==> config.mk <==
export PLATFORM = sky130hd
export DESIGN_NAME = fetch_unit
export DESIGN_NICKNAME = d
export VERILOG_FILES = /design/src/rtl/fetch_unit_pkg.sv /design/src/rtl/fetch_unit_fifo.sv /design/src/rtl/fetch_unit.sv
export SDC_FILE = /design/constraint.sdc
export NUM_CORES = 1
export LEC_CHECK = 0
export CAP_MARGIN = 20
export CORE_MARGIN = 2
export CORE_UTILIZATION = 55
export DETAILED_ROUTE_END_ITERATION = 8
export PLACE_DENSITY = 0.83
export SETUP_SLACK_MARGIN = 0.02
export SLEW_MARGIN = 20
export SYNTH_ARGS = -nofsm -noshare
export SYNTH_HDL_FRONTEND = slang
export SYNTH_HIERARCHICAL = 1
export SYNTH_SLANG_ARGS = --single-unit
==> constraint.sdc <==
create_clock -name i_clk -period 7.3 [get_ports i_clk]
set_input_delay 0.73 -clock i_clk [delete_from_list [all_inputs] [get_ports i_clk]]
set_output_delay 0.73 -clock i_clk [all_outputs]
set_load 0.02 [all_outputs]
==> src/rtl/fetch_unit_pkg.sv <==
// fetch_unit_pkg: shared types and constants for the instruction fetch stage.
// Holds the address/data word types, the buffered fetch entry, the derived
// fetch states and a word-alignment helper used by fetch_unit and fetch_fifo.
package fetch_unit_pkg;

    typedef logic [31:0] addr_t;
    typedef logic [31:0] data_t;

    // One buffered instruction: the address it was fetched from plus the word.
    typedef struct packed {
        addr_t pc;
        data_t inst;
    } fetch_entry_t;

    // Default first fetch address after reset.
    localparam addr_t FETCH_RESET_PC = 32'h0000_0000;

    // Clearing the two low bits forces any address onto a word boundary.
    localparam addr_t ADDR_WORD_MASK = 32'hFFFF_FFFC;

    // Fetch stage condition, derived from reset and the drop counter:
    // IDLE_RESET right after reset, RUN in normal operation, DRAIN while
    // stale responses from before a redirect are still expected.
    typedef enum logic [1:0] {
        IDLE_RESET,
        RUN,
        DRAIN
    } fetch_state_e;

    // Word-align an address by forcing its two low bits to zero.
    function automatic addr_t align_word(input addr_t addr);
        return addr & ADDR_WORD_MASK;
    endfunction

endpackage

==> src/rtl/fetch_unit_fifo.sv <==
// fetch_fifo: small circular buffer of fetched instructions (pc, word).
// Supports push, pop and flush. A push and a pop in the same cycle are
// accepted even when the buffer is full. Flush empties the buffer and
// overrides any push or pop in that cycle. Entries reset to RESET_ENTRY,
// so the head output is well defined while the buffer is empty.
module fetch_fifo
    import fetch_unit_pkg::*;
#(
    parameter int           DEPTH       = 2,
    parameter fetch_entry_t RESET_ENTRY = '0,
    localparam int          PTR_W       = $clog2(DEPTH),
    localparam int          CNT_W       = $clog2(DEPTH) + 1
) (
    input  logic             clk_i,
    input  logic             reset_i,
    input  logic             flush_i,
    input  logic             push_i,
    input  fetch_entry_t     push_entry_i,
    input  logic             pop_i,
    output logic             valid_o,
    output fetch_entry_t     head_o,
    output logic [CNT_W-1:0] count_o
);

    localparam logic [CNT_W-1:0] FULL_COUNT = CNT_W'(DEPTH);

    fetch_entry_t     mem_q [DEPTH];
    logic [PTR_W-1:0] rd_ptr_q, rd_ptr_d;
    logic [PTR_W-1:0] wr_ptr_q, wr_ptr_d;
    logic [CNT_W-1:0] count_q, count_d;
    logic             do_push;
    logic             do_pop;

    // Decide which operations take effect and compute next pointers and
    // count. A pop frees a slot in the same cycle, so push-when-full works
    // together with a pop.
    always_comb begin
        rd_ptr_d = rd_ptr_q;
        wr_ptr_d = wr_ptr_q;
        count_d  = count_q;
        do_pop   = pop_i && (count_q != '0);
        do_push  = push_i && ((count_q != FULL_COUNT) || do_pop);

        if (flush_i) begin
            rd_ptr_d = '0;
            wr_ptr_d = '0;
            count_d  = '0;
            do_push  = 1'b0;
            do_pop   = 1'b0;
        end else begin
            if (do_push) begin
                wr_ptr_d = wr_ptr_q + PTR_W'(1);
            end
            if (do_pop) begin
                rd_ptr_d = rd_ptr_q + PTR_W'(1);
            end
            case ({do_push, do_pop})
                2'b10:   count_d = count_q + CNT_W'(1);
                2'b01:   count_d = count_q - CNT_W'(1);
                default: count_d = count_q;
            endcase
        end
    end

    // Register the pointers, the count and the storage array.
    always_ff @(posedge clk_i) begin
        if (reset_i) begin
            rd_ptr_q <= '0;
            wr_ptr_q <= '0;
            count_q  <= '0;
            for (int i = 0; i < DEPTH; i++) begin
                mem_q[i] <= RESET_ENTRY;
            end
        end else begin
            rd_ptr_q <= rd_ptr_d;
            wr_ptr_q <= wr_ptr_d;
            count_q  <= count_d;
            if (do_push) begin
                mem_q[wr_ptr_q] <= push_entry_i;
            end
        end
    end

    assign valid_o = (count_q != '0);
    assign head_o  = mem_q[rd_ptr_q];
    assign count_o = count_q;

endmodule

==> src/rtl/fetch_unit.sv <==
// fetch_unit: instruction fetch stage in front of the decode/execute sequencer.
// Owns the fetch PC, issues in-order word reads through a request/grant
// handshake and buffers returned words with their PCs in fetch_fifo.
// Reads are credited so that outstanding + buffered + to-be-dropped never
// exceeds BUF_DEPTH. A redirect flushes the buffer and turns every
// in-flight read into a response that is silently dropped.
// Optional feature: define FETCH_PERF_EN to add the o_stall_count output,
// a saturating count of non-reset cycles with no valid instruction.
module fetch_unit
    import fetch_unit_pkg::*;
#(
    parameter addr_t RESET_PC  = FETCH_RESET_PC,
    parameter int    BUF_DEPTH = 2
) (
    input  logic        i_clk,
    input  logic        i_reset,
    output logic        o_mem_req,
    output addr_t       o_mem_addr,
    input  logic        i_mem_gnt,
    input  logic        i_mem_rvalid,
    input  data_t       i_mem_rdata,
    output logic        o_inst_valid,
    output addr_t       o_pc,
    output data_t       o_inst,
    input  logic        i_inst_take,
    input  logic        i_redirect,
    input  addr_t       i_redirect_pc
`ifdef FETCH_PERF_EN
    ,
    output logic [31:0] o_stall_count
`endif
);

    localparam int                 CNT_W        = $clog2(BUF_DEPTH) + 1;
    localparam logic [CNT_W+1:0]   CREDIT_LIMIT = (CNT_W+2)'(BUF_DEPTH);
    localparam fetch_entry_t       RESET_ENTRY  = '{pc: RESET_PC, inst: '0};

    fetch_state_e     state_q, state_d;
    addr_t            fetch_pc_q, fetch_pc_d;
    addr_t            shadow_pc_q, shadow_pc_d;
    logic [CNT_W-1:0] outstanding_q, outstanding_d;
    logic [CNT_W-1:0] drop_q, drop_d;
    logic [CNT_W-1:0] occupancy;
    logic [CNT_W+1:0] inflight;
    logic             mem_req;
    logic             grant;
    logic             resp_accept;
    logic             resp_discard;
    logic             fifo_push;
    logic             fifo_pop;
    logic             inst_valid;
    fetch_entry_t     head_entry;
    fetch_entry_t     push_entry;

    // Credit check, handshake decode and next-state for the fetch PC, the
    // shadow PC that tags returned words, and the outstanding/drop counters.
    // A redirect overrides everything: it retargets both PCs and moves every
    // read still in flight into the drop counter.
    always_comb begin
        fetch_pc_d    = fetch_pc_q;
        shadow_pc_d   = shadow_pc_q;
        outstanding_d = outstanding_q;
        drop_d        = drop_q;
        fifo_push     = 1'b0;
        fifo_pop      = 1'b0;

        inflight = (CNT_W+2)'(outstanding_q) + (CNT_W+2)'(occupancy)
                 + (CNT_W+2)'(drop_q);
        mem_req  = !i_reset && !i_redirect && (inflight < CREDIT_LIMIT);
        grant    = mem_req && i_mem_gnt;

        // While draining, every response belongs to a pre-redirect read.
        // Outside of draining, a response only counts if a read is actually
        // outstanding; anything else is left over from before a reset.
        resp_discard = i_mem_rvalid && (state_q == DRAIN);
        resp_accept  = i_mem_rvalid && (state_q != DRAIN) && (outstanding_q != '0);

        if (i_redirect) begin
            fetch_pc_d    = align_word(i_redirect_pc);
            shadow_pc_d   = align_word(i_redirect_pc);
            outstanding_d = '0;
            drop_d        = drop_q + outstanding_q;
            if (resp_discard || resp_accept) begin
                drop_d = drop_q + outstanding_q - CNT_W'(1);
            end
        end else begin
            fifo_push = resp_accept;
            fifo_pop  = i_inst_take;
            if (grant) begin
                fetch_pc_d = fetch_pc_q + 32'd4;
            end
            if (resp_accept) begin
                shadow_pc_d = shadow_pc_q + 32'd4;
            end
            case ({grant, resp_accept})
                2'b10:   outstanding_d = outstanding_q + CNT_W'(1);
                2'b01:   outstanding_d = outstanding_q - CNT_W'(1);
                default: outstanding_d = outstanding_q;
            endcase
            if (resp_discard) begin
                drop_d = drop_q - CNT_W'(1);
            end
        end
    end

    // Derive the fetch state from the upcoming drop count so that DRAIN is
    // registered in lock-step with a non-zero drop counter.
    always_comb begin
        state_d = RUN;
        if (i_reset) begin
            state_d = IDLE_RESET;
        end else if (drop_d != '0) begin
            state_d = DRAIN;
        end
    end

    // Register the fetch PCs, counters and state.
    always_ff @(posedge i_clk) begin
        if (i_reset) begin
            state_q       <= IDLE_RESET;
            fetch_pc_q    <= RESET_PC;
            shadow_pc_q   <= RESET_PC;
            outstanding_q <= '0;
            drop_q        <= '0;
        end else begin
            state_q       <= state_d;
            fetch_pc_q    <= fetch_pc_d;
            shadow_pc_q   <= shadow_pc_d;
            outstanding_q <= outstanding_d;
            drop_q        <= drop_d;
        end
    end

    assign push_entry = '{pc: shadow_pc_q, inst: i_mem_rdata};

    fetch_fifo #(
        .DEPTH       (BUF_DEPTH),
        .RESET_ENTRY (RESET_ENTRY)
    ) u_fifo (
        .clk_i        (i_clk),
        .reset_i      (i_reset),
        .flush_i      (i_redirect),
        .push_i       (fifo_push),
        .push_entry_i (push_entry),
        .pop_i        (fifo_pop),
        .valid_o      (inst_valid),
        .head_o       (head_entry),
        .count_o      (occupancy)
    );

    assign o_mem_req    = mem_req;
    assign o_mem_addr   = fetch_pc_q;
    assign o_inst_valid = inst_valid;
    assign o_pc         = head_entry.pc;
    assign o_inst       = head_entry.inst;

`ifdef FETCH_PERF_EN
    logic [31:0] stall_count_q, stall_count_d;

    // Count cycles where the sequencer has nothing to consume, saturating.
    always_comb begin
        stall_count_d = stall_count_q;
        if (!inst_valid && (stall_count_q != 32'hFFFF_FFFF)) begin
            stall_count_d = stall_count_q + 32'd1;
        end
    end

    // Register the stall counter.
    always_ff @(posedge i_clk) begin
        if (i_reset) begin
            stall_count_q <= '0;
        end else begin
            stall_count_q <= stall_count_d;
        end
    end

    assign o_stall_count = stall_count_q;
`endif

endmodule
# Word level (Yosys, flattened, before mapping)

Memories as Yosys holds them, arrays and structs flattened. A register that Yosys moved wholly into a read port is not among the register bits.
Cells that the tools add are included.

Input port bits: 70
RAM bits: 128
Register bits after elaboration: 74
Output and inout bits: 98
Memories: 1

Memories:

| name         | words | width | read ports | clocked after Yosys merged registers in | wr ports | line                  | RTL |
|---|---|---|---|---|---|---|---|
| u_fifo.mem_q | 2     | 64    | 1          | 1                                       | 2        | fetch_unit_fifo.sv:27 | `fetch_entry_t mem_q [DEPTH];` |

Muxes and demuxes: 23
Magnitude comparators: 1
Reduce and logical (&&, ||, !) cells: 21
Equality and inequality tests: 7
$add $sub $neg: 13

Operator list:

| operator                                                   | count |
|---|---|
| 2-to-1 mux 32 bit                                          | 4 |
| adder 32 x 3 -> 32 bit, second input constant              | 2 |
| 2-to-1 mux 64 bit                                          | 1 |
| OR reduction 64 bit                                        | 1 |
| nonzero test 2 bit                                         | 7 |
| 2-to-1 mux 1 bit                                           | 12 |
| logical AND 1 bit                                          | 8 |
| 2-to-1 mux 2 bit                                           | 4 |
| case mux 2 bit (2 select lines)                            | 2 |
| subtractor 2 x 1 -> 2 bit, second input constant           | 4 |
| equality test 2 bit, second input constant                 | 3 |
| adder 2 x 1 -> 2 bit, second input constant                | 2 |
| adder 3 x 2 -> 4 bit                                       | 1 |
| equality test 2 x 1 -> 1 bit, second input constant        | 2 |
| less-than comparator 4 x 2 -> 1 bit, second input constant | 1 |
| inequality test 2 bit, second input constant               | 2 |
| adder 2 x 2 -> 3 bit                                       | 1 |
| adder 1 bit, second input constant                         | 2 |
| adder 2 bit                                                | 1 |
| logical NOT 1 bit                                          | 2 |
| logical OR 1 bit                                           | 2 |
| OR reduction 2 bit                                         | 1 |

# Longest topological paths before layout

Depth after elaboration: 11
Mapped depth: 14
Depth with buffers taken out: 12

# Modules after synthesis

The synthesis kept the hierarchy.

By module, submodules not included:

| module     | cells each | times used | area each (µm²) |
|---|---|---|---|
| fetch_fifo | 369        | 1          | 5801.8 |
| fetch_unit | 485        | 1          | 3860.0 |

# Worst setup path after synthesis

Ideal clock, no wire load.

Path type: input-to-reg
Start point: input i_redirect
End point: memory u_fifo/mem_q[0][0] (netlist bit), enable pin
Library setup time: 394 ps
Arrival: 2997 ps
Stages on the path: 7
Setup slack: 3909 ps
Cell sequence: buf_1 buf_1 clkbuf_1 nor3_1 nor4b_2 buf_4 or2_2

RTL lines:

| what        | line                  | RTL |
|---|---|---|
| from (decl) | fetch_unit.sv:26      | `input logic i_redirect,` |
| to (decl)   | fetch_unit_fifo.sv:27 |  |

# Worst setup path after layout

Start point: register outstanding_q[1]
End point: output o_mem_req

Longest elaborated chain between the ends: 4

RTL lines:

| what                                | line              | RTL |
|---|---|---|
| from (decl)                         | fetch_unit.sv:41  | `logic [CNT_W-1:0] outstanding_q, outstanding_d;` |
| from (signal assigned)              | fetch_unit.sv:129 | `outstanding_q <= outstanding_d;` |
| adder 2 x 2 -> 3 bit                | fetch_unit.sv:67  | `inflight = (CNT_W+2)'(outstanding_q) + (CNT_W+2)'(occupancy)` |
| adder 3 x 2 -> 4 bit                | fetch_unit.sv:68  | `+ (CNT_W+2)'(drop_q);` |
| less-than comparator 4 x 2 -> 1 bit | fetch_unit.sv:69  | `mem_req = !i_reset && !i_redirect && (inflight < CREDIT_LIMIT);` |
| logical AND 1 bit                   | fetch_unit.sv:69  |  |
| to (decl)                           | fetch_unit.sv:17  | `output logic o_mem_req,` |

No other way between the ends.

==> summary.txt <==
Timing
  • Setup Skew: 0.0123 ns
  • Final Hold Fails: 0
  • Period utilization: 53.0%
  • Post-route minimum period: 3.87 ns
  • Worst hold slack: 0.522 ns
  • Relative slew slack: roughly 38%
  • Final setup vio count: 0
  • Post-Route Setup TNS: 0 ns
  • Fmax: 258 MHz
  • Slew @ Worst Pin: 0.928 ns
  • Slew Limit Fails: 0
  • RSZ-0062 raised after global routing: false

Yosys
  • Main synth FF type: edfxtp_1
  • Largest family of logic cells by synthesized area: simple AND/OR/NAND/NOR gates
  • Adder-Cell Fraction of Synth Area: 1.11%
  • Register area share after synthesis: between 50% and 60%
  • Post-synthesis compound-gate area fraction: 8.04%
  • Cell variety after synth: 62
  • Mux cell area share after synthesis: 8.25%
  • Asr flop ratio synth: 0%
  • Post-synthesis register bit count: 199
  • Syn_area_per_cell: 11.3 um2
  • Mapped Cells: 854
  • EDFF count, synth: 128
  • Synth Area in Simple Gates: 20.5%
  • Synth Area in XOR/XNOR: 3.90%
  • Yosys warns: 6
  • Area of the mapped netlist: 9660 um2

CTS
  • Total CTS buffers: 17
  • Post-CTS Setup Inserts: 0
  • Post_cts resized: 0
  • Reg clk slew, reported paths: 0.07 ns
  • Clock latency on the worst-skew pair: 0.43 ns
  • CTS HTree Levels: 4
  • CTS max path bufs: 2
  • # hold bufs at CTS: 0
  • CTS Sinks: 199
  • CTS tree: yes
  • Clock Root Buffer: clkbuf_16

Drt
  • Drt total wl: 21400 um
  • TritonRoute pass-1 iters: 6
  • Detail Route Antenna Nets: 0
  • Via density: between 5 and 6
  • Drc violations: 0
  • Vias: approximately 7100
  • Drt wl/cell: around 17 um
  • Number of DRC markers in iteration 0: 438

Pwr
  • Logic pwr share: 10.2%
  • Clock power share: a little under two fifths
  • Worst VDD drop: slightly below 0.2 mV
  • Net Sw Frac: 24.6%
  • Seq pwr share: 52.7%
  • Sw Pwr: 0.000600 W
  • Leakage Power: 4.27 nW
  • Pwr Density: between 200 and 250 nW/um2
  • Int Power: between 0.0015 and 0.002 W

Global route
  • GR Overflow Total: 0
  • Largest net degree at the start of global routing: 67
  • Initial antenna violation count: 0
  • GR Util All Layers: a little under a quarter
  • First-pass GRT wire length: 34000 um
  • Vias in the first global route: ~6600

Floorplanning
  • Die Wd: about 140 um
  • IO Count: roughly 170
  • Row count: 48
  • Placeable Area: 17200 um2
  • Die Area: approximately 19000 um2
  • Vert. Die Dim: 137 um
  • Starting Density: about 56%

Setup path
  • Slowest cell on crit path: clkdlybuf4s50_1
  • Crit path launch type: flop
  • CP max stage delay: between 0.6 and 0.7 ns
  • CP Data Required Time: ~6.6 ns
  • Critical path data arrival time: 3.14 ns
  • Crit. Startpoint: outstanding_q[1]$_SDFFE_PP0P_
  • Crit Path Category: reg -> out
  • Worst R2R Setup Slack: roughly 3.8 ns
  • CP Capture Type: output pin
  • Ordered cell list for the critical path: inv_1 -> fa_1 -> inv_1 -> ha_1 -> nor4_1 -> and2_1 -> clkdlybuf4s50_1
  • Crit Reg-Reg Startpoint: outstanding_q[1]$_SDFFE_PP0P_
  • Most common cell on crit path: inv_1
  • Crit-path max FO: 7

Place
  • Post-DP HPWL: 13900 um
  • Port bufs: 163
  • Final Wtd Congestion: roughly 0.86

Cells and area
  • # fillers: around 1200
  • Layout cells sized above 1: 13.0%
  • Area grow syn2layout: 23.8%
  • Most frequent cells in the layout: clkdlybuf4s50_1, and2_1, edfxtp_1
  • Diode count: 0
  • Commonest non-fill, non-tap cell in the layout: clkdlybuf4s50_1
  • Nets@finish: ~1100

Outcome
  • Status: finished clean

Min path
  • Hold/Removal Path Class: reg -> reg
  • Hold path startpoint: u_fifo/rd_ptr_q$_SDFFE_PP0N_

Job
  • Max-cap violations: 0
==> state kept, by name (all words and copies together) (netlist names), named ones only <==
signal           count
outstanding_q        2
drop_q               2
u_fifo/count_o       2
shadow_pc_q         30
u_fifo/rd_ptr_q      1
o_mem_addr          30
u_fifo/wr_ptr_q      1
u_fifo/mem_q       128
state_q              2
==> power by group through the flow <==
stage	clock network, W	registers, W	logic [W]
4_1_cts	0.000916	0.00128	0.000249
3_3_place_gp	0	0.00131	0.000243
3_5_place_dp	0	0.00131	0.000246
6_report	0.000906	0.00128	0.000249
5_1_grt	0.000969	0.00129	0.000267
2_1_floorplan	0	0.00131	0.000124
==> cell usage after synthesis, types with 3 or more instances <==
master / instances / area (um2)
nand3b_1: 4 / 30.0
nor2b_1: 3 / 18.8
buf_6: 10 / 113
inv_1: 15 / 56.3
dfxtp_1: 71 / 1420
nor4_2: 6 / 75.1
or2_2: 4 / 25.0
nand3_1: 22 / 110
nor3_1: 16 / 80.1
a211oi_1: 13 / 97.6
buf_2: 9 / 45.0
and3_1: 9 / 56.3
o22ai_1: 11 / 68.8
clkbuf_1: 24 / 90.1
buf_4: 3 / 22.5
ha_1: 7 / 87.6
edfxtp_1: 128 / 3840
and2_1: 131 / 820
buf_1: 4 / 15.0
nor4_1: 4 / 25.0
or3_1: 7 / 43.8
nand4_1: 26 / 163
a21oi_1: 30 / 150
a31oi_1: 26 / 163
a22oi_1: 3 / 22.5
and4_1: 6 / 52.6
a21o_1: 9 / 67.6
o21ai_0: 13 / 65.1
mux2_2: 69 / 777
a21boi_0: 4 / 30.0
o21a_1: 3 / 22.5
xor2_1: 25 / 219
nand2_1: 50 / 188
nor2_1: 37 / 139
xnor2_1: 18 / 158
==> layout make-up <==
class,count,area (um2),share of cell area (%)
multi-input cells,593,4080,34.1
clock buffers,17,425,3.56
well taps,225,282,2.35
flip-flops and latches,199,5270,44.0
clock inverters,15,143,1.19
repair buffers,174,1710,14.3
inverters,16,60.1,0.502
==> routing by layer <==
metal	track usage, %	wire length [um]
met1	33.1	9640
met2	36.6	9860
met3	4.78	1520
met4	7.00	417
met5	0	0
==> worst paths after layout <==
| kind | endpoint | cells after the start |
|---|---|---|
| worst max-delay path | o_mem_req | 7 |
| worst min-delay path | flop | 2 |
| worst max register to register | u_fifo/mem_q[1][20]$_SDFFCE_PN0P_ | 6 |
| worst min register to register | flop | 2 |
==> metrics by stage <==
stage               worst slack, ns  cells  util, %  power, W  area, um2
CTS                            3.45   1239     69.4   0.00245      12000
global route                   3.20   1239     69.4   0.00253      12000
global placement               3.06   1207     66.1   0.00155      11400
finish                         3.43   1239     69.4   0.00244      12000
detailed placement             3.01   1207     66.1   0.00155      11400
floorplan                      3.91    859        -   0.00143       9680
==> worst max-delay path: cells and delay by family, from the launching register on <==
| kind | cells | cell delay, ns |
|---|---|---|
| buf+inv | 3 | 0.76 |
| simple gates | 2 | 0.54 |
| flops | 1 | 0.47 |
| fa+ha+maj | 2 | 0.94 |
==> cells by family after synthesis <==
group / Yosys count
AO/OA/AOI/OAI: 123
adder cells (fa/ha/maj): 8
AND/OR/NAND/NOR: 342
other: 1
multiplexers: 71
flip-flops: 199
XOR/XNOR: 43
buffers and inverters: 67
Power figures use the tool's default switching activity.
